[src/rtl/ping_pong_pkg.sv]
// Shared constants for the ping-pong button front end:
// player button indices and the per-channel state encoding.
package ping_pong_pkg;

   localparam int BTN_P1L = 0;
   localparam int BTN_P1R = 1;
   localparam int BTN_P2L = 2;
   localparam int BTN_P2R = 3;
   localparam int NUM_BTN = 4;

   typedef enum logic [1:0] {
      CH_IDLE,
      CH_DB_PRESS,
      CH_HELD,
      CH_DB_RELEASE
   } ch_state_e;

endpackage

[src/rtl/button_conditioner_if.sv]
// Button bundle between the raw player inputs and the
// conditioned level/press/step outputs.
interface button_conditioner_if;
   import ping_pong_pkg::*;

   logic [NUM_BTN-1:0] btn_raw;
   logic               enable;
   logic [NUM_BTN-1:0] btn_level;
   logic [NUM_BTN-1:0] btn_press;
   logic [NUM_BTN-1:0] btn_step;

   modport master (
      output btn_raw, enable,
      input  btn_level, btn_press, btn_step
   );

   modport slave (
      input  btn_raw, enable,
      output btn_level, btn_press, btn_step
   );
endinterface

[src/rtl/button_channel.sv]
// One button: synchronizer, debounce FSM and auto-repeat.
// Outputs are registered; enable gating happens in the top.
module button_channel
   import ping_pong_pkg::*;
#(
   parameter int DEBOUNCE_CYCLES = 500000,
   parameter int REPEAT_DELAY    = 15000000,
   parameter int REPEAT_RATE     = 2500000
) (
   input  logic clk,
   input  logic reset,
   input  logic btn_raw,
   output logic level,
   output logic press,
   output logic step
);

   localparam int DW =
      (DEBOUNCE_CYCLES > 1) ? $clog2(DEBOUNCE_CYCLES) : 1;
   localparam int RMAX =
      (REPEAT_DELAY > REPEAT_RATE) ? REPEAT_DELAY : REPEAT_RATE;
   localparam int RW = $clog2(RMAX + 1);

   localparam logic [DW-1:0] D_LAST = DW'(DEBOUNCE_CYCLES - 1);
   localparam logic [RW-1:0] RD_C   = RW'(REPEAT_DELAY);
   localparam logic [RW-1:0] RR_C   = RW'(REPEAT_RATE);

   logic          sync1;
   logic          pressed;
   ch_state_e     state_q, state_d;
   logic [DW-1:0] dcnt_q, dcnt_d;
   logic [RW-1:0] rcnt_q, rcnt_d;
   logic [RW-1:0] rcnt_inc;
   logic [RW-1:0] target;
   logic          rep_q, rep_d;
   logic          level_d, press_d, step_d;

   // Two-flop synchronizer; inverts so 1 means the button is down.
   always_ff @(posedge clk) begin
      if (reset) begin
         sync1   <= 1'b0;
         pressed <= 1'b0;
      end else begin
         sync1   <= ~btn_raw;
         pressed <= sync1;
      end
   end

   // State, counters and registered outputs.
   always_ff @(posedge clk) begin
      if (reset) begin
         state_q <= CH_IDLE;
         dcnt_q  <= '0;
         rcnt_q  <= '0;
         rep_q   <= 1'b0;
         level   <= 1'b0;
         press   <= 1'b0;
         step    <= 1'b0;
      end else begin
         state_q <= state_d;
         dcnt_q  <= dcnt_d;
         rcnt_q  <= rcnt_d;
         rep_q   <= rep_d;
         level   <= level_d;
         press   <= press_d;
         step    <= step_d;
      end
   end

   // Next state; rcnt restarts after each step, so the first
   // interval uses REPEAT_DELAY and later ones REPEAT_RATE.
   always_comb begin
      state_d  = state_q;
      dcnt_d   = dcnt_q;
      rcnt_d   = rcnt_q;
      rep_d    = rep_q;
      level_d  = level;
      press_d  = 1'b0;
      step_d   = 1'b0;
      rcnt_inc = rcnt_q + RW'(1);
      target   = rep_q ? RR_C : RD_C;
      unique case (state_q)
         CH_IDLE: begin
            level_d = 1'b0;
            if (pressed) begin
               state_d = CH_DB_PRESS;
               dcnt_d  = '0;
            end
         end
         CH_DB_PRESS: begin
            if (!pressed) begin
               state_d = CH_IDLE;
            end else if (dcnt_q == D_LAST) begin
               state_d = CH_HELD;
               rcnt_d  = '0;
               rep_d   = 1'b0;
               level_d = 1'b1;
               press_d = 1'b1;
               step_d  = 1'b1;
            end else begin
               dcnt_d = dcnt_q + DW'(1);
            end
         end
         CH_HELD: begin
            if (!pressed) begin
               state_d = CH_DB_RELEASE;
               dcnt_d  = '0;
            end else if (rcnt_inc == target) begin
               step_d = 1'b1;
               rcnt_d = '0;
               rep_d  = 1'b1;
            end else begin
               rcnt_d = rcnt_inc;
            end
         end
         CH_DB_RELEASE: begin
            if (pressed) begin
               state_d = CH_HELD;
               rcnt_d  = '0;
               rep_d   = 1'b0;
            end else if (dcnt_q == D_LAST) begin
               state_d = CH_IDLE;
               level_d = 1'b0;
            end else begin
               dcnt_d = dcnt_q + DW'(1);
            end
         end
         default: state_d = CH_IDLE;
      endcase
   end

endmodule

[src/rtl/button_conditioner.sv]
// Four independent button channels plus the shared enable
// gate on the press/step pulses.
module button_conditioner
   import ping_pong_pkg::*;
#(
   parameter int DEBOUNCE_CYCLES = 500000,
   parameter int REPEAT_DELAY    = 15000000,
   parameter int REPEAT_RATE     = 2500000
) (
   input logic                 clk,
   input logic                 reset,
   button_conditioner_if.slave bus
);

   logic [NUM_BTN-1:0] press_q;
   logic [NUM_BTN-1:0] step_q;
   logic [NUM_BTN-1:0] level_q;

   for (genvar i = 0; i < NUM_BTN; i++) begin : g_ch
      button_channel #(
         .DEBOUNCE_CYCLES (DEBOUNCE_CYCLES),
         .REPEAT_DELAY    (REPEAT_DELAY),
         .REPEAT_RATE     (REPEAT_RATE)
      ) u_ch (
         .clk     (clk),
         .reset   (reset),
         .btn_raw (bus.btn_raw[i]),
         .level   (level_q[i]),
         .press   (press_q[i]),
         .step    (step_q[i])
      );
   end

   assign bus.btn_level = level_q;
   assign bus.btn_press = press_q & {NUM_BTN{bus.enable}};
   assign bus.btn_step  = step_q  & {NUM_BTN{bus.enable}};

endmodule

[src/flat_wrapper.sv]
// flat-port wrapper written by rule: the top's interface ports become plain ports
module button_conditioner_flat import ping_pong_pkg::*;
#(
   parameter int DEBOUNCE_CYCLES = 500000,
   parameter int REPEAT_DELAY    = 15000000,
   parameter int REPEAT_RATE     = 2500000
)
  (clk, reset, bus_btn_raw, bus_enable, bus_btn_level, bus_btn_press, bus_btn_step);
  button_conditioner_if bus_i ();
  input logic clk;
  input logic reset;
  input wire logic [$bits(bus_i.btn_raw)-1:0] bus_btn_raw;
  input wire logic [$bits(bus_i.enable)-1:0] bus_enable;
  output wire logic [$bits(bus_i.btn_level)-1:0] bus_btn_level;
  output wire logic [$bits(bus_i.btn_press)-1:0] bus_btn_press;
  output wire logic [$bits(bus_i.btn_step)-1:0] bus_btn_step;
  assign bus_i.btn_raw = bus_btn_raw;
  assign bus_i.enable = bus_enable;
  assign bus_btn_level = bus_i.btn_level;
  assign bus_btn_press = bus_i.btn_press;
  assign bus_btn_step = bus_i.btn_step;
  button_conditioner #(.DEBOUNCE_CYCLES(DEBOUNCE_CYCLES), .REPEAT_DELAY(REPEAT_DELAY), .REPEAT_RATE(REPEAT_RATE)) u_core (.clk(clk), .reset(reset), .bus(bus_i));
endmodule
[config.mk]
export PLATFORM = sky130hd
export DESIGN_NAME = button_conditioner_flat
export DESIGN_NICKNAME = d
export VERILOG_FILES = /design/src/rtl/ping_pong_pkg.sv /design/src/rtl/button_conditioner_if.sv /design/src/rtl/button_channel.sv /design/src/rtl/button_conditioner.sv /design/src/flat_wrapper.sv
export SDC_FILE = /design/constraint.sdc
export NUM_CORES = 1
export LEC_CHECK = 0
export ABC_AREA = 1
export CAP_MARGIN = 20
export CORE_UTILIZATION = 58
export DETAILED_ROUTE_END_ITERATION = 8
export PLACE_DENSITY = 0.78
export SLEW_MARGIN = 5
export SYNTH_ARGS = -nofsm -noshare
export SYNTH_HDL_FRONTEND = slang
export SYNTH_SLANG_ARGS = --single-unit
[constraint.sdc]
create_clock -name clk -period 2.2 [get_ports clk]
set_clock_uncertainty 0.2 [all_clocks]
set_input_delay 0.44 -clock clk [delete_from_list [all_inputs] [get_ports clk]]
set_output_delay 0.44 -clock clk [all_outputs]
set_load 0.02 [all_outputs]
== Yosys cells after proc, flatten, opt, wreduce, memory -nomap -nowiden ==
Cells that the tools add are included.

* Register bits: 204
* Input bits: 7
* Logic and storage cells: 294

* Add/subtract/negate cells: 8
* Equality and inequality tests: 64
* Multiplexer cells: 140
* Bitwise gates (word level): 10
* Reduce and logical (&&, ||, !) cells: 36

{| class="wikitable"
|+ Operators by type and width
! operator !! count
|-
| two-way mux 24 bit || 24
|-
| two-way mux 19 bit || 20
|-
| case mux 19 bit (4 select lines) || 4
|-
| case mux 24 bit (3 select lines) || 4
|-
| adder 24 x 1 -> 24 bit, second input constant || 4
|-
| == test 24 bit || 4
|-
| adder 19 x 1 -> 19 bit, second input constant || 4
|-
| == test 19 bit, second input constant || 4
|-
| inequality test 2 bit, second input constant || 36
|-
| two-way mux 1 bit || 48
|-
| two-way mux 2 bit || 24
|-
| AND reduction 5 bit || 8
|-
| case mux 2 bit (4 select lines) || 4
|-
| AND reduction 4 bit || 8
|-
| inequality test 3 bit, second input constant || 8
|-
| case mux 1 bit (3 select lines) || 8
|-
| AND reduction 6 bit || 4
|-
| nonzero test 3 bit || 8
|-
| == test 2 bit, second input constant || 8
|-
| bitwise AND 4 bit || 2
|-
| == test 2 x 1 -> 1 bit, second input constant || 4
|-
| zero test 2 bit || 4
|-
| inverter 1 bit || 8
|-
| case mux 1 bit (2 select lines) || 4
|-
| OR reduction 2 bit || 4
|}

== Depth between registers and ports, before layout ==
Gate-level depths: netlist (run 1).

* Depth in word-level cells: 5
* Gate-level depth with buffers: 18
* Mapped depth without buffers: 16

== Cells and area by module ==
From an unflattened synthesis (run 1), not the netlist that was laid out.

* Cell total of the unflattened synthesis: 2089
* Area, all modules: 13162.6 um2

{| class="wikitable"
|+ By module, submodules not included
! module !! times used !! cells each !! area an instance (um2) !! sequential area each (um2)
|-
| button_channel || 4 || 518 || 3274.4 || 1021.0
|-
| button_conditioner || 1 || 17 || 65.1 || 0.0
|}

== Worst setup path after synthesis (run 1) ==
No wires, ideal clock.

* Path kind: register to register
* Start point: reg u_core.g_ch[1].u_ch.rcnt_q[0]
* End point: reg u_core.g_ch[1].u_ch.rcnt_q[7]
* Setup time: 0.117 ns
* Arrival time: 2.014 ns
* Slack: -0.131 ns
* Cell stages (with the launch flop): 18
* Path buffers: 1
* Period minus slack after synthesis: 2.331 ns
* Cell sequence: dfxtp_1 ha_1 nand2_1 nor2_2 nand2_1 nor2_1 nand2_1 nand2_1 nand2_1 nor2_1 nand3b_1 nand2_1 nand3_1 nand2_1 nand2_1 nand2_2 buf_6 nor2_1

* Word-level cells in the longest chain between the ends: 5

{| class="wikitable"
|+ Ends and longest elaborated chain
! element !! line !! text
|-
| start: declaration || button_channel.sv:32 || <nowiki>logic [RW-1:0] rcnt_q, rcnt_d;</nowiki>
|-
| start signal: assignment || button_channel.sv:62 || <nowiki>rcnt_q <= rcnt_d;</nowiki>
|-
| adder 24 x 1 -> 24 bit * || button_channel.sv:80 || <nowiki>rcnt_inc = rcnt_q + RW'(1);</nowiki>
|-
| == test 24 bit || button_channel.sv:108 || <nowiki>end else if (rcnt_inc == target) begin</nowiki>
|-
| two-way mux 24 bit * || button_channel.sv:108 ||
|-
| two-way mux 24 bit * || button_channel.sv:105 || <nowiki>if (!pressed) begin</nowiki>
|-
| case mux 24 bit (3 select lines) * || button_channel.sv:82 || <nowiki>unique case (state_q)</nowiki>
|}

Mark *: on every way between the ends. The rest lies on a longest branch, timed or not. The select of a mux whose other input is x is not followed.
A chain may end at the register's enable or synchronous reset.

== Worst setup path in the final report (run 1) ==
* Start point: reg u_core.g_ch[1].u_ch.rcnt_q[0]
* End point: reg u_core.g_ch[1].u_ch.rcnt_q[14]

The elaborated chain is that of the path after synthesis.

==> results_dict.tcl, run 1 <==
set metrics [dict create \
    drc_errors 0 \
    holdPathEnd "u_core.g_ch[2].u_ch.pressed$_SDFF_PP0_" \
    area_delta_synth_final_pct 42.0 \
    finalHoldViolCount 0 \
    initialDrtViolationCount 1531 \
    fin_crit_ns 2.71 \
    max_cap_violations 0 \
    place_area_um2 15200 \
    globalplace.congestion 0.963 \
    crit_fanout 6 \
    vias 15800 \
    start_kind "flop" \
    antenna_found_initial 0 \
    cts_tree "done" \
    reg2reg_depth 17 \
    row_count 54 \
    async_flop_share_pct 0 \
    initial_core_util_pct 59.1 \
    mostFrequentLayoutCells "nand2_1 (528), buf_4 (300), inv_1 (192)" \
    grt_pass1_vias 13800 \
    muxShareOfSynthArea_pct 0.389 \
    clk_path_buf_depth 3 \
    worstHoldPathCells 3 \
    tightestPinTransition_ns 0.593 \
    fp.dieH_um 151 \
    final_common_cell "nand2_1" \
    pre_cts_slack_ns -0.305 \
    fp.coreArea_um2 21800 \
    setup_viol 94 \
    place_inst 2565 \
    period_share_pct 123 \
    diodes 0 \
    synth_top_family_by_area "simple AND/OR/NAND/NOR gates" \
    rrSetupSlack_ns -0.51 \
    worstReg2RegStart "u_core.g_ch[1].u_ch.rcnt_q[0]$_SDFFE_PP0P_" \
    synthAdderAreaFrac_pct 2.63 \
    fmax_ghz 0.369 \
    h-tree-depth 1 \
    synth_seq_cells 204 \
    io_pins 19 \
    via_per_inst 5.86 \
    end_kind "flop" \
    firstDrtPassIters 8 \
    power.density_nw_per_um2 1160 \
    grt_pass1_wl_mm 60.6 \
    synth-seq-area-share_pct 31.8 \
    postRouteAntennaNets 0 \
    dp.final_hpwl_mm 24.4 \
    syn_nets 2089 \
    post-route-cell-area_um2 18300 \
    die_area_um2 22800 \
    synthSimpleGateAreaFrac_pct 43.2 \
    netlist_area_um2 12900 \
    slew_headroom_pct 60.0 \
    clock-root-buffer "clkbuf_16" \
    avgSynthCellArea_um2 6.26 \
    clkSinkCount 204 \
    yosysWarnings 0 \
    criticalPathCategory "reg2reg" \
    grtUsageTotal_pct 31.8 \
    die_w_um 151 \
    drt_wl_total_mm 44.2 \
    outcome "finished with violations" \
    grt_max_degree 32 \
    cts-buffers-inserted 25 \
    clk_pin_slew_ns 0.06 \
    synthesis.instances 2055 \
    overflow 0 \
    synth_cell_type_count 44 \
    r2r_end "u_core.g_ch[1].u_ch.rcnt_q[14]$_SDFFE_PP0P_" \
    fill_cells 1202 \
    synth_xor_area_share_pct 2.44 \
    synth-edff-count 0 \
    worstHoldPathType "in2reg" \
    synth_compound_area_share_pct 10.5 \
    violations "negative setup slack" \
    slew_viol_final 0 \
    rsz0062_at_grt "yes" \
    total_power_uw 21200 \
    leakagePower_uw 0.00753 \
    drive_above_1_share_pct 32.2 \
    clk_latency_ns 0.53 \
    io_buffers 18 \
    ys.flop_type "dfxtp_1" \
    hold_start "reset" \
    vdd_drop_max_mv 1.02 \
    wire_per_inst_um 16.4 \
    crit_required_ns 2.39 \
    final_cell_count_no_fill 2692 \
    nets 2427 \
    finalWorstSetupSlack_ns -0.511 \
    holdWs_ns 0.193 \
    crit_arrival_ns 2.90 \
]
## critical path, cell delays in order (launching register included)
cell and delay, ns:
dfxtp_2 0.38, ha_4 0.18, buf_4 0.12, nand3_4 0.08, nor2_4 0.14, buf_6 0.13, nand2_1 0.06, nand2_1 0.06
nand2_1 0.06, nor2_1 0.14, nand2_1 0.10, nor2_1 0.13, nand3_1 0.14, nand2_1 0.15, nand2_2 0.11, nand2_4 0.17
buf_12 0.17, nor2_4 0.05
## power breakdown
group | leakage (uW) | total (uW) | switching, uW | internal, uW
sequential | 0.00168 | 5640 | 1010 | 4620
clock | 0.000450 | 4620 | 1730 | 2890
combinational | 0.00540 | 10900 | 6230 | 4710
## metal layers
layer  wire [um]  track usage, %
met3        3330            4.16
met1       16700            38.6
met2       22000            56.6
met4        2160            12.2
met5           0               0
## cells by family (layout without fill, tap and decap cells)
logic type	Yosys count	in the layout
AND/OR/NAND/NOR	1247	1248
buffers and inverters	283	639
AO/OA/AOI/OAI	254	254
flip-flops	204	204
XOR/XNOR	35	35
adder cells (fa/ha/maj)	27	27
multiplexers	5	5
## timing repair
action	CTS	global route
pin swaps	54	124
gates cloned	5	6
setup endpoints to repair	154	179
endpoints found under the hold margin	0	0
setup buffers	32	45
hold buffers	0	0
gates resized for setup	135	325
## flip-flops by register name, summed over array words and instances (netlist names), named ones only
| name | flops |
|---|---|
| u_core.g_ch.u_ch.dcnt_q | 76 |
| u_core.g_ch.u_ch.level | 4 |
| u_core.g_ch.u_ch.press | 4 |
| u_core.g_ch.u_ch.pressed | 4 |
| u_core.g_ch.u_ch.rcnt_q | 96 |
| u_core.g_ch.u_ch.rep_q | 4 |
| u_core.g_ch.u_ch.state_q | 4 |
| u_core.g_ch.u_ch.step | 4 |
| u_core.g_ch.u_ch.sync1 | 4 |
## through the flow
stage	setup TNS (ns)	utilization (%)
CTS	-11.56	77.9
detailed placement	-22.97	69.9
global placement	-15.91	69.9
global route	-41.76	83.9
finish	-29.11	83.9
floorplan	0	-
## area by class of cell
type	count	area [um2]	share of cell area, %
clock buffer	31	678	3.71
timing repair buffer	362	3060	16.8
clock inverter	15	235	1.29
sequential	204	4180	22.9
timing repair inverter	3	17.5	0.0959
multi-input combinational	1569	8850	48.5
inverter	228	885	4.85
tap	280	350	1.92
## synthesized netlist by cell type (2+ instances only)
| cell | count | area share, % |
|---|---|---|
| o21bai_1 | 12 | 0.70 |
| nor2_4 | 13 | 1.1 |
| buf_6 | 6 | 0.53 |
| buf_8 | 2 | 0.23 |
| nand2_2 | 18 | 0.88 |
| nand3_1 | 133 | 5.2 |
| nand4_1 | 65 | 3.2 |
| nand3b_1 | 20 | 1.2 |
| a21oi_1 | 98 | 3.8 |
| xnor2_1 | 7 | 0.48 |
| xor2_1 | 27 | 1.8 |
| and3_1 | 2 | 0.097 |
| nand2_1 | 593 | 17 |
| o21ai_1 | 5 | 0.19 |
| inv_2 | 5 | 0.15 |
| nor4_1 | 12 | 0.58 |
| ha_1 | 27 | 2.6 |
| nor3_1 | 65 | 2.5 |
| mux2i_1 | 5 | 0.39 |
| a211oi_1 | 8 | 0.47 |
| nor2_1 | 259 | 7.6 |
| inv_1 | 221 | 6.5 |
| clkbuf_1 | 25 | 0.73 |
| a21o_1 | 4 | 0.23 |
| buf_2 | 14 | 0.54 |
| dfxtp_1 | 204 | 32 |
| nand2_4 | 3 | 0.26 |
| buf_4 | 7 | 0.41 |
| o21ai_0 | 120 | 4.7 |
| nor2_2 | 54 | 2.6 |
| o21a_1 | 3 | 0.18 |
| clkinv_1 | 2 | 0.058 |
| nor3b_1 | 5 | 0.29 |
## worst max path at each step
stage	from	end	slack, ns
floorplan	u_core.g_ch[3].u_ch.rcnt_q[1]$_SDFFE_PP0P_	u_core.g_ch[3].u_ch.rcnt_q[17]$_SDFFE_PP0P_	0.006
global placement	bus_enable	bus_btn_press[2]	-0.27
detailed placement	u_core.g_ch[0].u_ch.rcnt_q[1]$_SDFFE_PP0P_	u_core.g_ch[0].u_ch.rcnt_q[18]$_SDFFE_PP0P_	-0.30
CTS	u_core.g_ch[1].u_ch.rcnt_q[1]$_SDFFE_PP0P_	u_core.g_ch[1].u_ch.rcnt_q[3]$_SDFFE_PP0P_	-0.23
global route	u_core.g_ch[1].u_ch.rcnt_q[15]$_SDFFE_PP0P_	u_core.g_ch[1].u_ch.rcnt_q[14]$_SDFFE_PP0P_	-0.60
finish	u_core.g_ch[1].u_ch.rcnt_q[0]$_SDFFE_PP0P_	u_core.g_ch[1].u_ch.rcnt_q[14]$_SDFFE_PP0P_	-0.51
Power figures use the tool's default switching activity.
==> run 2, diff against run 1 <==
--- a/config.mk
+++ b/config.mk
@@ -9,7 +9,7 @@
 export CAP_MARGIN = 20
 export CORE_UTILIZATION = 58
 export DETAILED_ROUTE_END_ITERATION = 8
-export PLACE_DENSITY = 0.78
+export PLACE_DENSITY = 0.76
 export SLEW_MARGIN = 5
 export SYNTH_ARGS = -nofsm -noshare
 export SYNTH_HDL_FRONTEND = slang
==> run 2 against run 1 <==
Effect of this change: the flow still finishes with violations (negative setup slack); cell area decreased by 2.1%; hold slack better by 0.013 ns; maximum frequency up 5.8%; sequential share of layout area increased by 0.38 points; setup slack improved by 0.15 ns; first-iteration DRC count shrank 21%; via count shrank 4.9%; routed wire length shrank 7.7%; sequential power decreased by 2%; register-to-register slack improved by 0.15 ns; largest power group unchanged; sequential cell count unchanged; global-route usage about the same.
==> results_dict.tcl, run 2 (synthesis results as in run 1) <==
set metrics [dict create \
    outcome "finished with violations" \
    violations "negative setup slack" \
    h-tree-depth 1 \
    dp.final_hpwl_mm 24.7 \
    crit_start "u_core.g_ch[2].u_ch.rcnt_q[8]$_SDFFE_PP0P_" \
    firstDrtPassIters 9 \
    crit_top_cell "nand2_2" \
    period_share_pct 116 \
    rsz0062_at_grt "yes" \
    cp.depth 14 \
    clock-root-buffer "clkbuf_16" \
    grt_pass1_wl_mm 60.1 \
    crit_path_max_incr_delay_ns 0.40 \
    clk_path_buf_depth 3 \
    crit_required_ns 2.43 \
    finalWorstSetupSlack_ns -0.362 \
    clkSinkCount 204 \
    crit_arrival_ns 2.79 \
    cp_top_family "simple AND/OR/NAND/NOR gates" \
    die_w_um 151 \
    worstReg2RegStart "u_core.g_ch[2].u_ch.rcnt_q[8]$_SDFFE_PP0P_" \
    cts-buffers-inserted 24 \
    grt_max_degree 39 \
    hold_start "u_core.g_ch[0].u_ch.sync1$_SDFF_PP0_" \
    cts_tree "done" \
    overflow 0 \
    reg2reg_depth 14 \
    drc_errors 0 \
    io_buffers 18 \
    reg_top3 "u_core.g_ch.u_ch.rcnt_q x96, u_core.g_ch.u_ch.dcnt_q x76" \
    worstHoldPathCells 2 \
    leakagePower_uw 0.00737 \
    drive_above_1_share_pct 30.8 \
    initialDrtViolationCount 1209 \
    fill_cells 1341 \
    grtUsageTotal_pct 31.8 \
    diodes 0 \
    total_power_uw 20100 \
    final_cell_count_no_fill 2683 \
    antenna_found_initial 0 \
    io_pins 19 \
    row_count 54 \
    fmax_ghz 0.390 \
    largest_register_ff_count 96 \
    globalplace.congestion 0.925 \
    via_per_inst 5.59 \
    fp.dieH_um 151 \
    regMostFlops "u_core.g_ch.u_ch.rcnt_q" \
    slew_headroom_pct 58.6 \
    slew_viol_final 0 \
    pre_cts_slack_ns -0.261 \
    criticalPathCategory "reg2reg" \
    initial_core_util_pct 59.1 \
    place_inst 2568 \
    regArea_um2 4160 \
    grt_pass1_vias 13600 \
    vias 15000 \
    power.density_nw_per_um2 1130 \
    path_buf_inv 1 \
    cp_slowest_cell "dfxtp_1" \
    nets 2420 \
    crit_fanout 7 \
    postRouteAntennaNets 0 \
    max_cap_violations 0 \
    start_kind "flop" \
    tightestPinTransition_ns 0.616 \
    setup_viol 91 \
    crit_chain "nand2_1 > nor2_2 > nand2_2 > nor2_4 > nand3_1 > nand2_2 > nand3_1 > o21bai_1 > nand3_2 > nand2_2 > nand2_4 > nand2_8 > clkbuf_16 > nor2_1" \
    final_common_cell "nand2_1" \
    vdd_drop_max_mv 0.814 \
    area_delta_synth_final_pct 39.0 \
    wire_per_inst_um 15.2 \
    fp.coreArea_um2 21800 \
    multi_input_area_um2 8700 \
    fin_crit_ns 2.56 \
    finalHoldViolCount 0 \
    die_area_um2 22800 \
    end_kind "flop" \
    drt_wl_total_mm 40.8 \
    mostFrequentLayoutCells "nand2_1 (529), buf_4 (301), inv_1 (197)" \
    worstHoldPathType "reg2reg" \
    clk_pin_slew_ns 0.06 \
    clk_latency_ns 0.54 \
]
[run 2: where the power goes]
group          internal (uW)  total, uW  switching [uW]  leakage [uW]
registers               4590       5510             916       0.00168
clock network           2380       4040            1660      0.000388
logic                   4660      10600            5930       0.00530
total                  11600      20100            8500       0.00737
[run 2: repair_timing]
action	CTS	global route
resized for setup	152	253
gates cloned	3	1
buffers inserted	42	31
endpoints found under the hold margin	1	0
setup endpoints to repair	156	174
pin swaps	56	81
hold buffers	1	0
[run 2: per-layer routing]
| layer | vias to the layer above | track usage [%] | wire [um] |
|---|---|---|---|
| met4 | 0 | 12.0 | 1670 |
| met2 | 614 | 56.2 | 20100 |
| met5 | - | 0 | 0 |
| li1 | 7312 | - | - |
| met3 | 180 | 4.67 | 2610 |
| met1 | 6883 | 38.7 | 16400 |
[run 2: worst paths after layout]
path	to	slack [ns]
max	u_core.g_ch[2].u_ch.rcnt_q[4]$_SDFFE_PP0P_	-0.36
min	u_core.g_ch[0].u_ch.pressed$_SDFF_PP0_	0.21
max reg2reg	u_core.g_ch[2].u_ch.rcnt_q[4]$_SDFFE_PP0P_	-0.36
min reg2reg	u_core.g_ch[0].u_ch.pressed$_SDFF_PP0_	0.21
[run 2: cell type report]
type | instances | share of cell area [%]
multi-input combinational | 1568 | 48.7
sequential | 204 | 23.3
timing repair buffer | 359 | 16.7
inverter | 228 | 4.91
clock buffer | 32 | 3.75
tap | 280 | 1.96
clock inverter | 11 | 0.700
timing repair inverter | 1 | 0.0420
[run 2: tightest hold or removal path, stage by stage, from the launching register on]
cell and delay, ns:
dfxtp_1 0.30, inv_1 0.04, nor2_1 0.03
[run 2: through the flow]
stage	util, %	instance area, um2	hold WS [ns]	setup TNS [ns]
after detailed placement	70.0	15200	0.198	-22.56
after global placement	70.0	15200	0.192	-12.63
after global routing	82.2	17900	0.218	-38.35
final	82.2	17900	0.206	-23.44
after CTS	77.6	16900	0.198	-10.39
after floorplan	-	12900	0.188	0
